[src/rtl/lane_queue_if.sv]
// Push/pop handshake and status bundle for lane_queue.
// The queue connects through the slave modport; the producer/consumer side uses master.
interface lane_queue_if #(
  parameter int WIDTH     = 64,
  parameter int IN_LANES  = 2,
  parameter int OUT_LANES = 2,
  parameter int DEPTH     = 8
);
  logic [IN_LANES-1:0]                 in_valid;
  logic [IN_LANES-1:0][WIDTH-1:0]      in_data;
  logic                                in_ready;
  logic [OUT_LANES-1:0]                out_valid;
  logic [OUT_LANES-1:0][WIDTH-1:0]     out_data;
  logic [$clog2(OUT_LANES+1)-1:0]      out_accept;
  logic [$clog2(DEPTH+1)-1:0]          count;
  logic                                empty;
  logic                                full;

  modport slave (
    input  in_valid, in_data, out_accept,
    output in_ready, out_valid, out_data, count, empty, full
  );

  modport master (
    output in_valid, in_data, out_accept,
    input  in_ready, out_valid, out_data, count, empty, full
  );
endinterface

[src/rtl/lane_queue.sv]
// Multi-lane circular FIFO: compacted push of up to IN_LANES entries per cycle,
// in-order pop of up to OUT_LANES entries per cycle, synchronous flush.
module lane_queue #(
  parameter int WIDTH     = 64,
  parameter int IN_LANES  = 2,
  parameter int OUT_LANES = 2,
  parameter int DEPTH     = 8
) (
  input  logic          clk,
  input  logic          reset,
  input  logic          flush,
  lane_queue_if.slave   q
);
  localparam int PW = $clog2(DEPTH);
  localparam int CW = $clog2(DEPTH + 1);

  logic [WIDTH-1:0] mem_q [DEPTH];
  logic [WIDTH-1:0] mem_d [DEPTH];
  logic [PW-1:0]    head_q, head_d;
  logic [PW-1:0]    tail_q, tail_d;
  logic [CW-1:0]    count_q, count_d;

  logic             ready;
  logic             push_fire;
  logic [CW-1:0]    push_n;
  logic [CW-1:0]    pop_n;
  logic [CW-1:0]    accept_w;
  logic [PW-1:0]    off;

  // Ready looks only at registered occupancy, so a same-cycle pop never frees space.
  assign ready     = count_q <= CW'(DEPTH - IN_LANES);
  assign accept_w  = CW'(q.out_accept);
  assign push_fire = ready && (|q.in_valid);

  always_comb begin
    mem_d   = mem_q;
    head_d  = head_q;
    tail_d  = tail_q;
    count_d = count_q;
    push_n  = '0;
    off     = '0;
    pop_n   = (accept_w > count_q) ? count_q : accept_w;

    for (int unsigned i = 0; i < IN_LANES; i++) begin
      if (q.in_valid[i]) begin
        if (push_fire && !flush) begin
          mem_d[tail_q + off] = q.in_data[i];
        end
        off    = off + PW'(1);
        push_n = push_n + CW'(1);
      end
    end
    if (!push_fire) begin
      push_n = '0;
    end

    if (flush) begin
      head_d  = '0;
      tail_d  = '0;
      count_d = '0;
    end else begin
      head_d  = head_q + PW'(pop_n);
      tail_d  = tail_q + PW'(push_n);
      count_d = count_q + push_n - pop_n;
    end
  end

  always_ff @(posedge clk or posedge reset) begin
    if (reset) begin
      head_q  <= '0;
      tail_q  <= '0;
      count_q <= '0;
    end else begin
      head_q  <= head_d;
      tail_q  <= tail_d;
      count_q <= count_d;
    end
  end

  // Payload storage is deliberately left out of reset.
  always_ff @(posedge clk) begin
    mem_q <= mem_d;
  end

  always_comb begin
    q.out_valid = '0;
    q.out_data  = '0;
    for (int unsigned i = 0; i < OUT_LANES; i++) begin
      q.out_valid[i] = count_q > CW'(i);
      q.out_data[i]  = mem_q[head_q + PW'(i)];
    end
  end

  assign q.in_ready = ready;
  assign q.count    = count_q;
  assign q.empty    = count_q == '0;
  assign q.full     = count_q == CW'(DEPTH);

  a_accept_le_count: assert property (
    @(posedge clk) disable iff (reset || flush) accept_w <= count_q
  );
endmodule

[src/flat_wrapper.sv]
// flat-port wrapper written by rule: the top's interface ports become plain ports
module lane_queue_flat 
#(
  parameter int WIDTH     = 64,
  parameter int IN_LANES  = 2,
  parameter int OUT_LANES = 2,
  parameter int DEPTH     = 8
)
  (clk, reset, flush, q_in_valid, q_in_data, q_out_accept, q_in_ready, q_out_valid, q_out_data, q_count, q_empty, q_full);
  lane_queue_if #(.WIDTH(WIDTH), .IN_LANES(IN_LANES), .OUT_LANES(OUT_LANES), .DEPTH(DEPTH)) q_i ();
  input  logic clk;
  input  logic reset;
  input  logic flush;
  input wire logic [$bits(q_i.in_valid)-1:0] q_in_valid;
  input wire logic [$bits(q_i.in_data)-1:0] q_in_data;
  input wire logic [$bits(q_i.out_accept)-1:0] q_out_accept;
  output wire logic [$bits(q_i.in_ready)-1:0] q_in_ready;
  output wire logic [$bits(q_i.out_valid)-1:0] q_out_valid;
  output wire logic [$bits(q_i.out_data)-1:0] q_out_data;
  output wire logic [$bits(q_i.count)-1:0] q_count;
  output wire logic [$bits(q_i.empty)-1:0] q_empty;
  output wire logic [$bits(q_i.full)-1:0] q_full;
  assign q_i.in_valid = q_in_valid;
  assign q_i.in_data = q_in_data;
  assign q_i.out_accept = q_out_accept;
  assign q_in_ready = q_i.in_ready;
  assign q_out_valid = q_i.out_valid;
  assign q_out_data = q_i.out_data;
  assign q_count = q_i.count;
  assign q_empty = q_i.empty;
  assign q_full = q_i.full;
  lane_queue #(.WIDTH(WIDTH), .IN_LANES(IN_LANES), .OUT_LANES(OUT_LANES), .DEPTH(DEPTH)) u_core (.clk(clk), .reset(reset), .flush(flush), .q(q_i));
endmodule
[config.mk]
export PLATFORM = sky130hd
export DESIGN_NAME = lane_queue_flat
export DESIGN_NICKNAME = d
export VERILOG_FILES = /design/src/rtl/lane_queue_if.sv /design/src/rtl/lane_queue.sv /design/src/flat_wrapper.sv
export SDC_FILE = /design/constraint.sdc
export NUM_CORES = 2
export LEC_CHECK = 0
export BUFFER_PORTS_ARGS = -buffer_cell sky130_fd_sc_hd__buf_2
export CORE_MARGIN = 3
export CORE_UTILIZATION = 32
export DETAILED_ROUTE_END_ITERATION = 16
export HOLD_SLACK_MARGIN = 0.06
export PLACE_DENSITY_LB_ADDON = 0.25
export SLEW_MARGIN = 5
export SYNTH_ARGS = -nofsm -noshare
export SYNTH_HDL_FRONTEND = slang
export SYNTH_SLANG_ARGS = --single-unit
[constraint.sdc]
create_clock -name clk -period 4.7 [get_ports clk]
set_clock_uncertainty 0.1 [all_clocks]
set_input_delay 1.41 -clock clk [delete_from_list [all_inputs] [get_ports clk]]
set_output_delay 1.41 -clock clk [all_outputs]
set_load 0.03 [all_outputs]
==> run metrics <==
CP Launch Point=u_core.head_q[1]; Max Fclk=between 200 and 250 MHz; most common cell after layout, fill and taps aside=mux2_2; met3 WL post-DR=around 7700 um; Clk Latency, worst-skew pair=about 630 ps; CP max stage delay=just under 600 ps; gr usage total=21.7%; DR vias=around 23k; CTS tree=done; Worst-path clk slew=roughly 60 ps; Clk pwr share=between 10% and 20%; Max-Cap Viols=0; Final ANT Viol Nets=0; fraction of layout cells with a size suffix above 1=61.7%; DP HPWL=between 60000 and 70000 um; Syn-to-layout area delta=17.2%; DR WL/cell=~29 um; final cell count without fillers=~4.0k; synth top area cells=mux2_2 33%, dfxtp_1 32%, mux4_2 18%, mux2_1 3.1%, and3b_1 1.7%; utilization after layout=a little under two fifths; Synth Instances=2468; number of synthesized flops with an enable pin=0; die area=a little over 100000 um^2; Die Wd=around 320 um; metal2 WL=57200 um; Cells after DPL=3877; DP Worst Slack=434 ps; async set-reset flop share out of synthesis=around 1.9%; Metal-1 WL=around 46000 um; Cell Area, Synth=between 30000 and 40000 um^2; min setup slack post-route=116 ps; core area=around 99000 um^2; Critical path buffers and inverters=3; Yosys reg bits=522; IO buf count=between 200 and 300; Setup violations, final=0; area post-placement=between 30000 and 40000 um^2; Synth top area share=about a third; pin count of the biggest net entering global routing=roughly 120; total negative setup slack=0 ps; Comb power frac=between 50% and 60%; mean area per synthesized cell=12.9 um^2; worst-path cell chain=buf_4 > buf_4 > mux4_2 > mux2_2 > buf_2; final net count=about 2.8k; final worst path period need=4580 ps; Num CTS Buffers=between 60 and 70; clock root buffer=clkbuf_16; Core Rows=approximately 120; htree depth=3; Final Hold Viols=0; deepest clock path buffer count=3; Worst IR Drop VDD=about 0.52 mV; vias in the first global route=24.9k; DR pass1 iterations=5; Routed WL=around 110000 um; DRC viols=0; multi-input logic area=between 20000 and 25000 um^2; largest area contributor in the netlist=mux2_2; Power, Total=28.1 mW; Syn Nets=around 2.6k; Worst Hold Slack=509 ps; CP arrival=3070 ps; WP depth=5; design area=between 30000 and 40000 um^2; Psw=around 11 mW; Seq pwr share=about a quarter; crit path launch type=flop; Main synth FF type=dfxtp_1; Initial Util=~32%; crit end category=output port; post-synth cell types=45; synth warn=0; Reg area=10500 um^2; worst-margin pin slew=just over 1000 ps; Crit Path Category=reg -> out; Slowest cell on crit path=buf_4; worst hold path type=reg -> reg; capturing point of the worst reg2reg path=u_core.q.count[3]; kind of cell adding the most delay to the critical path=buffers and inverters; grt ovf=0; first-pass GRT wire length=roughly 170000 um; Final Slew Violations=0; overall die height=322 um; hold_buf cts=0; initial antenna violation count=29; Top Metal Used=met5; FILL cells=between 9k and 10k; outcome=complete, no violations; Worst Reg-to-Reg Cells=12; num ports=about 270; crit-path most repeated cell=buf_4; Critical R2R Launch=u_core.q.count[1]; Leak=about 15 nW; Vias/cell=slightly below 6; initial DRC count=roughly 1.6k; Sw Ratio=between 40 and 50%; RSZ-0062 raised after global routing=no; GPL Wtd Cong=0.778; CP required=3190 ps; Pwr Density=approximately 750 nW/um^2; Setup crit end=q_out_data[52]; Pint=roughly 17 mW; register area share after synthesis=between 30% and 40%; Num Clock Sinks=between 500 and 600; final period utilization=approximately 98%; Reg2Reg Setup Slack=roughly 1200 ps; most frequent cells in the layout=929 x mux2_2, 512 x dfxtp_1, 271 x buf_2; slew margin rel.=between 30% and 40%; CP Max Fanout=30
## sequential cells by signal, summed over array words and instances (netlist names)
name	flops
u_core.mem_q	512
u_core.q.count	4
u_core.head_q	3
u_core.tail_q	3
## power by group through the flow
stage	clock network [mW]	registers, mW	logic [mW]
final	5.30	7.46	15.4
after global routing	5.61	7.64	16.4
after CTS	5.45	7.41	15.5
after detailed placement	0	7.49	15.5
after global placement	0	7.29	15.2
after floorplan	0	7.00	11.4
## layout make-up
| cell class | instances | area share [%] |
|---|---|---|
| inverters | 85 | 0.853 |
| clock buffers | 101 | 5.56 |
| clock inverters | 23 | 0.518 |
| flip-flops and latches | 522 | 28.1 |
| diodes | 18 | 0.120 |
| repair buffers | 349 | 6.58 |
| well taps | 1287 | 4.30 |
| multi-input cells | 1636 | 54.0 |
## tightest hold or removal path, stage by stage (launching register included)
cell and delay [ps]:
dfxtp_1 330, mux2_1 120, mux2_2 130
## what timing repair did
item                       in CTS  in global routing
pin swaps                       1                  0
setup buffers                   2                  0
setup endpoints to repair      20                  1
resized for setup               0                  1
## routing by layer
| layer | global-route usage (%) | vias up |
|---|---|---|
| li1 | - | 10100 |
| met1 | 26.6 | 12100 |
| met2 | 37.4 | 877 |
| met3 | 4.84 | 234 |
| met4 | 7.90 | 14 |
| met5 | 0 | - |
## cells in the mapped netlist (8+ instances only)
library cell	count
mux2_2	929
nand4_1	66
dfxtp_1	512
inv_1	84
mux4_2	256
buf_2	63
ha_1	17
buf_6	12
nand3_1	8
nor2_1	10
buf_1	31
clkbuf_1	113
o2bb2ai_1	63
nand2_1	8
o22ai_1	64
and3b_1	63
dfrtp_1	10
mux2_1	88
## cells by family after synthesis
kind of cell / Yosys count / synth area share [%]
buffers and inverters: 310 / 4.24
flip-flops: 522 / 32.9
multiplexers: 1273 / 53.9
adder cells (fa/ha/maj): 21 / 0.917
AND/OR/NAND/NOR: 188 / 4.40
AO/OA/AOI/OAI: 147 / 3.44
XOR/XNOR: 7 / 0.192
## worst min-delay path by stage
stage                      start                end  slack (ps)  cells after the start
6_report       u_core.mem_q[108]  u_core.mem_q[108]         510                      2
5_1_grt        u_core.mem_q[108]  u_core.mem_q[108]         530                      2
4_1_cts        u_core.mem_q[108]  u_core.mem_q[108]         510                      2
3_5_place_dp    u_core.mem_q[40]   u_core.mem_q[40]         490                      2
3_3_place_gp   u_core.mem_q[110]  u_core.mem_q[110]         480                      2
2_1_floorplan  u_core.mem_q[196]  u_core.mem_q[196]         470                      2
Power figures use the tool's default switching activity.
